`config.mk`:
```
export PLATFORM = sky130hd
export DESIGN_NAME = carpma_hakemi
export DESIGN_NICKNAME = d
export VERILOG_FILES = /design/src/rtl/carpma_hakemi.sv
export SDC_FILE = /design/constraint.sdc
export NUM_CORES = 1
export LEC_CHECK = 0
export CORE_AREA = 2 2 112 114
export CTS_CLUSTER_SIZE = 8
export DETAILED_ROUTE_END_ITERATION = 10
export DIE_AREA = 0 0 114 116
export GPL_TIMING_DRIVEN = 0
export PLACE_DENSITY = 0.59
export SLEW_MARGIN = 30
export SYNTH_ARGS = -nofsm -noshare
export SYNTH_HDL_FRONTEND = slang
export SYNTH_SLANG_ARGS = --single-unit
export TNS_END_PERCENT = 50
```
`constraint.sdc`:
```
create_clock -name clk_i -period 2.22 [get_ports clk_i]
set_input_delay 0.555 -clock clk_i [delete_from_list [all_inputs] [get_ports clk_i]]
set_output_delay 0.555 -clock clk_i [all_outputs]
set_load 0.1 [all_outputs]
```
`src/rtl/carpma_hakemi.sv`:
```
// carpma_hakemi: round-robin arbiter that shares one carpma_birimi multiplier
// between two requesters and routes each result back through a tag pipeline.
module carpma_hakemi #(
  parameter int GECIKME = 1,
  parameter int SAYAC_W = 16
) (
  input  logic               clk_i,
  input  logic               rst_i,
  input  logic               istek0_gecerli_i,
  output logic               istek0_hazir_o,
  input  logic [1:0]         istek0_kontrol_i,
  input  logic [31:0]        istek0_deger1_i,
  input  logic [31:0]        istek0_deger2_i,
  input  logic               istek1_gecerli_i,
  output logic               istek1_hazir_o,
  input  logic [1:0]         istek1_kontrol_i,
  input  logic [31:0]        istek1_deger1_i,
  input  logic [31:0]        istek1_deger2_i,
  output logic               yanit0_gecerli_o,
  input  logic               yanit0_hazir_i,
  output logic               yanit1_gecerli_o,
  input  logic               yanit1_hazir_i,
  output logic [31:0]        yanit_sonuc_o,
  output logic               carp_durdur_o,
  output logic [1:0]         carp_kontrol_o,
  output logic [31:0]        carp_deger1_o,
  output logic [31:0]        carp_deger2_o,
  input  logic [31:0]        carp_sonuc_i,
  output logic               mesgul_o,
  output logic [SAYAC_W-1:0] tamamlanan_o
);

  logic [GECIKME-1:0] etiket_gecerli_q, etiket_gecerli_d;
  logic [GECIKME-1:0] etiket_kimlik_q, etiket_kimlik_d;
  logic               oncelik_q, oncelik_d;
  logic [SAYAC_W-1:0] tamamlanan_q, tamamlanan_d;

  logic kuyruk_gecerli;
  logic kuyruk_kimlik;
  logic kuyruk_hazir;
  logic durdur;
  logic izin0;
  logic izin1;
  logic verildi;

  // The tail entry is time-aligned with carp_sonuc_i, so it names the owner of the current result.
  assign kuyruk_gecerli = etiket_gecerli_q[GECIKME-1];
  assign kuyruk_kimlik  = etiket_kimlik_q[GECIKME-1];
  assign kuyruk_hazir   = kuyruk_kimlik ? yanit1_hazir_i : yanit0_hazir_i;
  assign durdur         = kuyruk_gecerli & ~kuyruk_hazir;

  // Grants are suppressed during a stall and while reset is held, so no handshake leaks out.
  always_comb begin
    izin0 = 1'b0;
    izin1 = 1'b0;
    if (rst_i && !durdur) begin
      if (istek0_gecerli_i && istek1_gecerli_i) begin
        izin0 = ~oncelik_q;
        izin1 = oncelik_q;
      end else begin
        izin0 = istek0_gecerli_i;
        izin1 = istek1_gecerli_i;
      end
    end
  end

  assign verildi = izin0 | izin1;

  always_comb begin
    carp_kontrol_o = 2'b00;
    carp_deger1_o  = 32'd0;
    carp_deger2_o  = 32'd0;
    if (izin0) begin
      carp_kontrol_o = istek0_kontrol_i;
      carp_deger1_o  = istek0_deger1_i;
      carp_deger2_o  = istek0_deger2_i;
    end else if (izin1) begin
      carp_kontrol_o = istek1_kontrol_i;
      carp_deger1_o  = istek1_deger1_i;
      carp_deger2_o  = istek1_deger2_i;
    end
  end

  always_comb begin
    etiket_gecerli_d = etiket_gecerli_q;
    etiket_kimlik_d  = etiket_kimlik_q;
    oncelik_d        = oncelik_q;
    tamamlanan_d     = tamamlanan_q;
    if (!durdur) begin
      for (int i = GECIKME - 1; i > 0; i--) begin
        etiket_gecerli_d[i] = etiket_gecerli_q[i-1];
        etiket_kimlik_d[i]  = etiket_kimlik_q[i-1];
      end
      etiket_gecerli_d[0] = verildi;
      etiket_kimlik_d[0]  = izin1;
      if (verildi) begin
        oncelik_d = ~izin1;
      end
      if (kuyruk_gecerli) begin
        tamamlanan_d = tamamlanan_q + SAYAC_W'(1);
      end
    end
  end

  always_ff @(posedge clk_i or negedge rst_i) begin
    if (!rst_i) begin
      etiket_gecerli_q <= '0;
      etiket_kimlik_q  <= '0;
      oncelik_q        <= 1'b0;
      tamamlanan_q     <= '0;
    end else begin
      etiket_gecerli_q <= etiket_gecerli_d;
      etiket_kimlik_q  <= etiket_kimlik_d;
      oncelik_q        <= oncelik_d;
      tamamlanan_q     <= tamamlanan_d;
    end
  end

  assign istek0_hazir_o   = izin0;
  assign istek1_hazir_o   = izin1;
  assign yanit0_gecerli_o = kuyruk_gecerli & ~kuyruk_kimlik;
  assign yanit1_gecerli_o = kuyruk_gecerli & kuyruk_kimlik;
  assign yanit_sonuc_o    = carp_sonuc_i;
  assign carp_durdur_o    = durdur;
  assign mesgul_o         = |etiket_gecerli_q;
  assign tamamlanan_o     = tamamlanan_q;

endmodule

```
[Yosys cells after proc, flatten, opt, wreduce, memory -nomap -nowiden]
Cells that the tools add are included.
Storage, ports and cells
  word-level logic and storage cells: 30
  register bits after elaboration: 19
  bits of input ports: 170
  output and inout port bits: 120
Cells by class
  bitwise operators: 9
  reduce and logical (&&, ||, !) cells: 5
  mux-type cells: 11
  $add $sub $neg: 1
Operators with widths (number)
  $mux W32: 4
  $add A16 B1 Y16 const B: 1
  $mux W1: 5
  $not A1 Y1: 5
  $mux W2: 2
  $reduce_and A2 Y1: 2
  $and A1 B1 Y1: 3
  $logic_and A1 B1 Y1: 2
  $logic_not A1 Y1: 1
  $or A1 B1 Y1: 1

[Depth between registers and ports, before layout]
Gate-level depths: netlist of the first run.
  word-level depth: 8
  mapped depth: 6
  gate-level depth less buffers: 5

[Worst setup path after synthesis of the first run]
No wires, ideal clock.
  kind: flip-flop to output port
  start point: register etiket_gecerli_q (netlist: mesgul_o)
  end point: output port carp_deger1_o[0]
  data arrival time: 2685 ps
  slack: -1020 ps
  required time: 1665 ps
  cell stages (with the launch flop): 6
  buffers on the path: 2
  path through: dfrtp_1 -> nand2_1 -> nand2_1 -> buf_2 -> buf_2 -> nor2_1
Between the ends
  longest elaborated chain between the ends: 6
  elaborated cells on any way between the ends: 7
  classes of those cells: mux: 4; bitwise: 1; reduce/logical: 2
RTL lines
  start: declaration: line 33  | logic [GECIKME-1:0] etiket_gecerli_q, etiket_gecerli_d;
  start signal: assignment: line 112  | etiket_gecerli_q <= etiket_gecerli_d;
  $and A1 B1 Y1 (*): line 50  | assign durdur = kuyruk_gecerli & ~kuyruk_hazir;
  $logic_not A1 Y1 (*)
  $logic_and A1 B1 Y1 (*): line 56  | if (rst_i && !durdur) begin
  $mux W1: line 56
  $mux W32: line 77  | end else if (izin1) begin
  $mux W32 (*): line 73  | if (izin0) begin
  end: declaration: line 26  | output logic [31:0] carp_deger1_o,
Every way passes the cells marked *; elsewhere a longest branch is shown, timed or not.

[Worst setup path in the final report of the first run]
  start point: register etiket_kimlik_q
  end point: output port carp_deger1_o[14]
Between the ends
  longest elaborated chain between the ends: 8
  elaborated cells on any way between the ends: 9
  classes of those cells: mux: 5; bitwise: 2; reduce/logical: 2
RTL lines
  start: declaration: line 34  | logic [GECIKME-1:0] etiket_kimlik_q, etiket_kimlik_d;
  start signal: assignment: line 113  | etiket_kimlik_q <= etiket_kimlik_d;
  $mux W1 (*): line 49  | assign kuyruk_hazir = kuyruk_kimlik ? yanit1_hazir_i : yanit0_hazir_i;
  $not A1 Y1 (*): line 50
  $and A1 B1 Y1 (*): line 50
  $logic_not A1 Y1 (*)
  $logic_and A1 B1 Y1 (*): line 56
  $mux W1: line 56
  $mux W32: line 77
  $mux W32 (*): line 73
Marks and branches as above.

==> impl_metrics.json, run 1 <==
{
  "status": "complete, but fails checks",
  "violations": "setup timing",
  "max_slew_margin_pct": 34.97,
  "min_period_over_period_pct": 109.4,
  "netlist_instances": 262,
  "ioPinCount": 290,
  "wl_per_cell_um": 18.38,
  "cts_tree": "done",
  "gp_congestion": 0.7817,
  "rows": 40,
  "antenna_found_initial": 0,
  "n_antenna_cell": 0,
  "max-cap-violations": 0,
  "die_h_um": 116,
  "rsz0062_at_grt": "true",
  "path_max_fanout": 8,
  "power.density_nw_per_um2": 652.2,
  "yosysTopAreaCell": "a22oi_1",
  "yosysSeqAreaShare_pct": 24.16,
  "via_count": 3187,
  "placed_cell_area_um2": 5264,
  "worstSetupEndpointType": "output pin",
  "grt_pass1_vias": 3159,
  "clk_path_buf_depth": 2,
  "synth_top_area_share_pct": 25.17,
  "path_class": "register to output pin",
  "grt_pass1_wl_um": 17660,
  "route.detailed.drc": 0,
  "synth.avg_cell_area_um2": 7.512,
  "synthTopCellsByArea": "a22oi_1, dfrtp_1, nor2_1",
  "p_leak_nw": 2.764,
  "die_x_um": 114,
  "async_flop_share_pct": 100.0,
  "cts_buffers": 3,
  "fin_area_um2": 6787,
  "syn_to_final_growth_pct": 244.8,
  "cp_cell_sequence": "buf_6 -> mux2i_4 -> nand2_2 -> nand2_4 -> buf_12 -> buf_12 -> buf_16 -> nor2_4 -> buf_12",
  "timing.fmax_mhz": 411.6,
  "dp_hpwl_um": 9364,
  "synth_edf_count": 0,
  "setup_violations": 68,
  "power_mw": 4.426,
  "numPortBuffers": 257,
  "peakVddDrop_mv": 0.6210,
  "fin_util_pct": 56.97,
  "r2r-start": "etiket_kimlik_q",
  "start_util_pct": 16.52,
  "finalSetupTns_ns": -9.807,
  "grt_max_degree": 23,
  "synth_warnings": 0,
  "tightestPinTransition_ns": 0.9793,
  "setup_ws_ns": -0.2093,
  "ys_seq_elements": 19,
  "worst_skew_pair.late_latency_ns": 0.24,
  "cts_max_level": 1,
  "viasPerCell": 4.521,
  "min_path_type": "input port to asynchronous set/reset pin",
  "cp_slowest_cell": "dfrtp_1",
  "worstPathRequired_ns": 1.66,
  "synth_cell_types": 29,
  "nets": 730,
  "r2r-end": "tamamlanan_o[10]",
  "netlist_area_um2": 1968,
  "grt_overflow": 0,
  "finalHoldViolCount": 0,
  "slew_viol_final": 0,
  "fin_hold_ws_ns": 0.1921,
  "cpMostUsedCell": "buf_12",
  "drt_iter0_markers": 191,
  "routed_wl_um": 12960,
  "fin_worst_skew_ns": 0.001407,
  "min_period_ns": 2.429,
  "track_usage_pct": 16.93,
  "r2r_cells": 7,
  "cts.sinks": 19,
  "r2r_slack_ns": 0.35,
  "path_clk_slew_ns": 0.05,
  "coreArea_um2": 11910,
  "ys.flop_type": "dfrtp_1",
  "drive_above_1_share_pct": 53.58,
  "startpoint_type": "register",
  "nFillCells": 999,
  "cp.arrival_ns": 1.87,
  "syn_nets": 433,
  "critical_path.max_stage_delay_ns": 0.39,
  "first_pass_iters": 4,
  "ant_nets": 0,
  "dieArea_um2": 13220,
  "cts-root-buf": "clkbuf_16"
}
[worst max path at each step]
stage | end | start | cells past startpoint | slack, ns
after floorplan | carp_deger1_o[31] | mesgul_o | 4 | -0.15
after global placement | carp_kontrol_o[0] | rst_i | 6 | -2.14
after detailed placement | carp_kontrol_o[0] | rst_i | 6 | -2.14
after CTS | carp_deger2_o[2] | etiket_kimlik_q | 8 | -0.25
after global routing | carp_deger1_o[14] | etiket_kimlik_q | 9 | -0.27
final | carp_deger1_o[14] | etiket_kimlik_q | 9 | -0.21
[per-stage QoR]
stage	worst slack (ns)	cells
2_1_floorplan	-0.1465	262
3_3_place_gp	-2.144	666
3_5_place_dp	-2.137	666
4_1_cts	-0.2546	696
5_1_grt	-0.2681	705
6_report	-0.2093	705
[Yosys cell counts (3+ instances only)]
library cell  number
inv_1              3
dfrtp_1           19
xor2_1             5
nand3_1            6
buf_2              8
xnor2_1           10
nor2_1            67
clkbuf_1          10
buf_4             33
a22oi_1           66
nand4_1            4
nand2_1            8
[placed cells by master, fill, tap and decap left out, types with 3 or more instances in the layout]
master,Yosys,layout
buf_4,33,84
buf_6,0,9
nand4_1,4,4
buf_16,0,8
dlygate4sd2_1,0,17
xnor2_1,10,10
buf_8,0,4
xor2_1,5,5
dfrtp_1,19,17
clkbuf_16,0,11
buf_12,0,74
clkdlybuf4s50_1,0,132
a22oi_2,0,18
nand2_1,8,6
nor2_4,0,66
clkbuf_2,0,4
clkdlybuf4s15_2,0,3
nand3_1,6,6
a22oi_1,66,48
[timing repair]
action | in CTS | in global routing
pin swaps | 36 | 17
cloned | 7 | 6
endpoints found under the setup margin | 122 | 69
gates resized for setup | 768 | 25
buffers inserted | 20 | 10
hold buffers | 0 | 0
[critical path: cells and delay by family (launching register included)]
| kind | cells | cell delay (ns) |
|---|---|---|
| buffers and inverters | 5 | 0.74 |
| flip-flops | 1 | 0.39 |
| multiplexers | 1 | 0.19 |
| AND/OR/NAND/NOR | 3 | 0.31 |
[metal layers]
metal / routed length (µm) / part of all wire, % / GRT usage (%) / up-vias
li1: - / - / - / 1500
met1: 4437 / 34 / 18.83 / 1496
met2: 7184 / 55 / 32.90 / 174
met3: 1079 / 8.3 / 3.870 / 17
met4: 259 / 2.0 / 3.333 / 0
met5: 0 / 0 / 0 / -
[report_power, final]
| group | leakage, nW | switching [mW] | internal [mW] | total (mW) |
|---|---|---|---|---|
| Sequential | 0.242 | 0.103 | 0.421 | 0.524 |
| Combinational | 2.48 | 2.24 | 1.30 | 3.54 |
| Clock | 0.0382 | 0.121 | 0.244 | 0.365 |
| Total | 2.76 | 2.46 | 1.96 | 4.43 |
[registers in the layout, summed over array words and instances (netlist names)]
| signal | flops |
|---|---|
| etiket_kimlik_q | 1 |
| mesgul_o | 1 |
| oncelik_q | 1 |
| tamamlanan_o | 16 |
[area by class of cell]
class | count | area, µm² | area share [%]
Timing Repair Buffer | 293 | 3620 | 53.34
Multi-Input combinational cell | 187 | 1774 | 26.14
Inverter | 3 | 11.26 | 0.1659
Sequential cell | 19 | 480.5 | 7.080
Tap cell | 147 | 183.9 | 2.710
Buffer | 52 | 638.1 | 9.403
Clock buffer | 4 | 78.83 | 1.162
[kinds of logic after synthesis]
kind of cell / synth area share, %
compound gates: 27.53
xor+xnor: 6.675
fa+ha+maj: 0.6356
buf+inv: 17.48
flops: 24.16
mux: 1.716
simple gates: 21.81
(Power assumes the default switching activity.)
==> run 2, diff against run 1 <==
- CTS_CLUSTER_DIAMETER: not set -> 50
- CTS_CLUSTER_SIZE: 8 -> not set
==> results of run 2 <==
Final layout, timing and power as in run 1 (identical DEF).
==> run 3, diff against run 2 <==
- CTS_CLUSTER_SIZE: not set -> 30
==> results of run 3 <==
Final layout, timing and power as in run 1 (identical DEF).
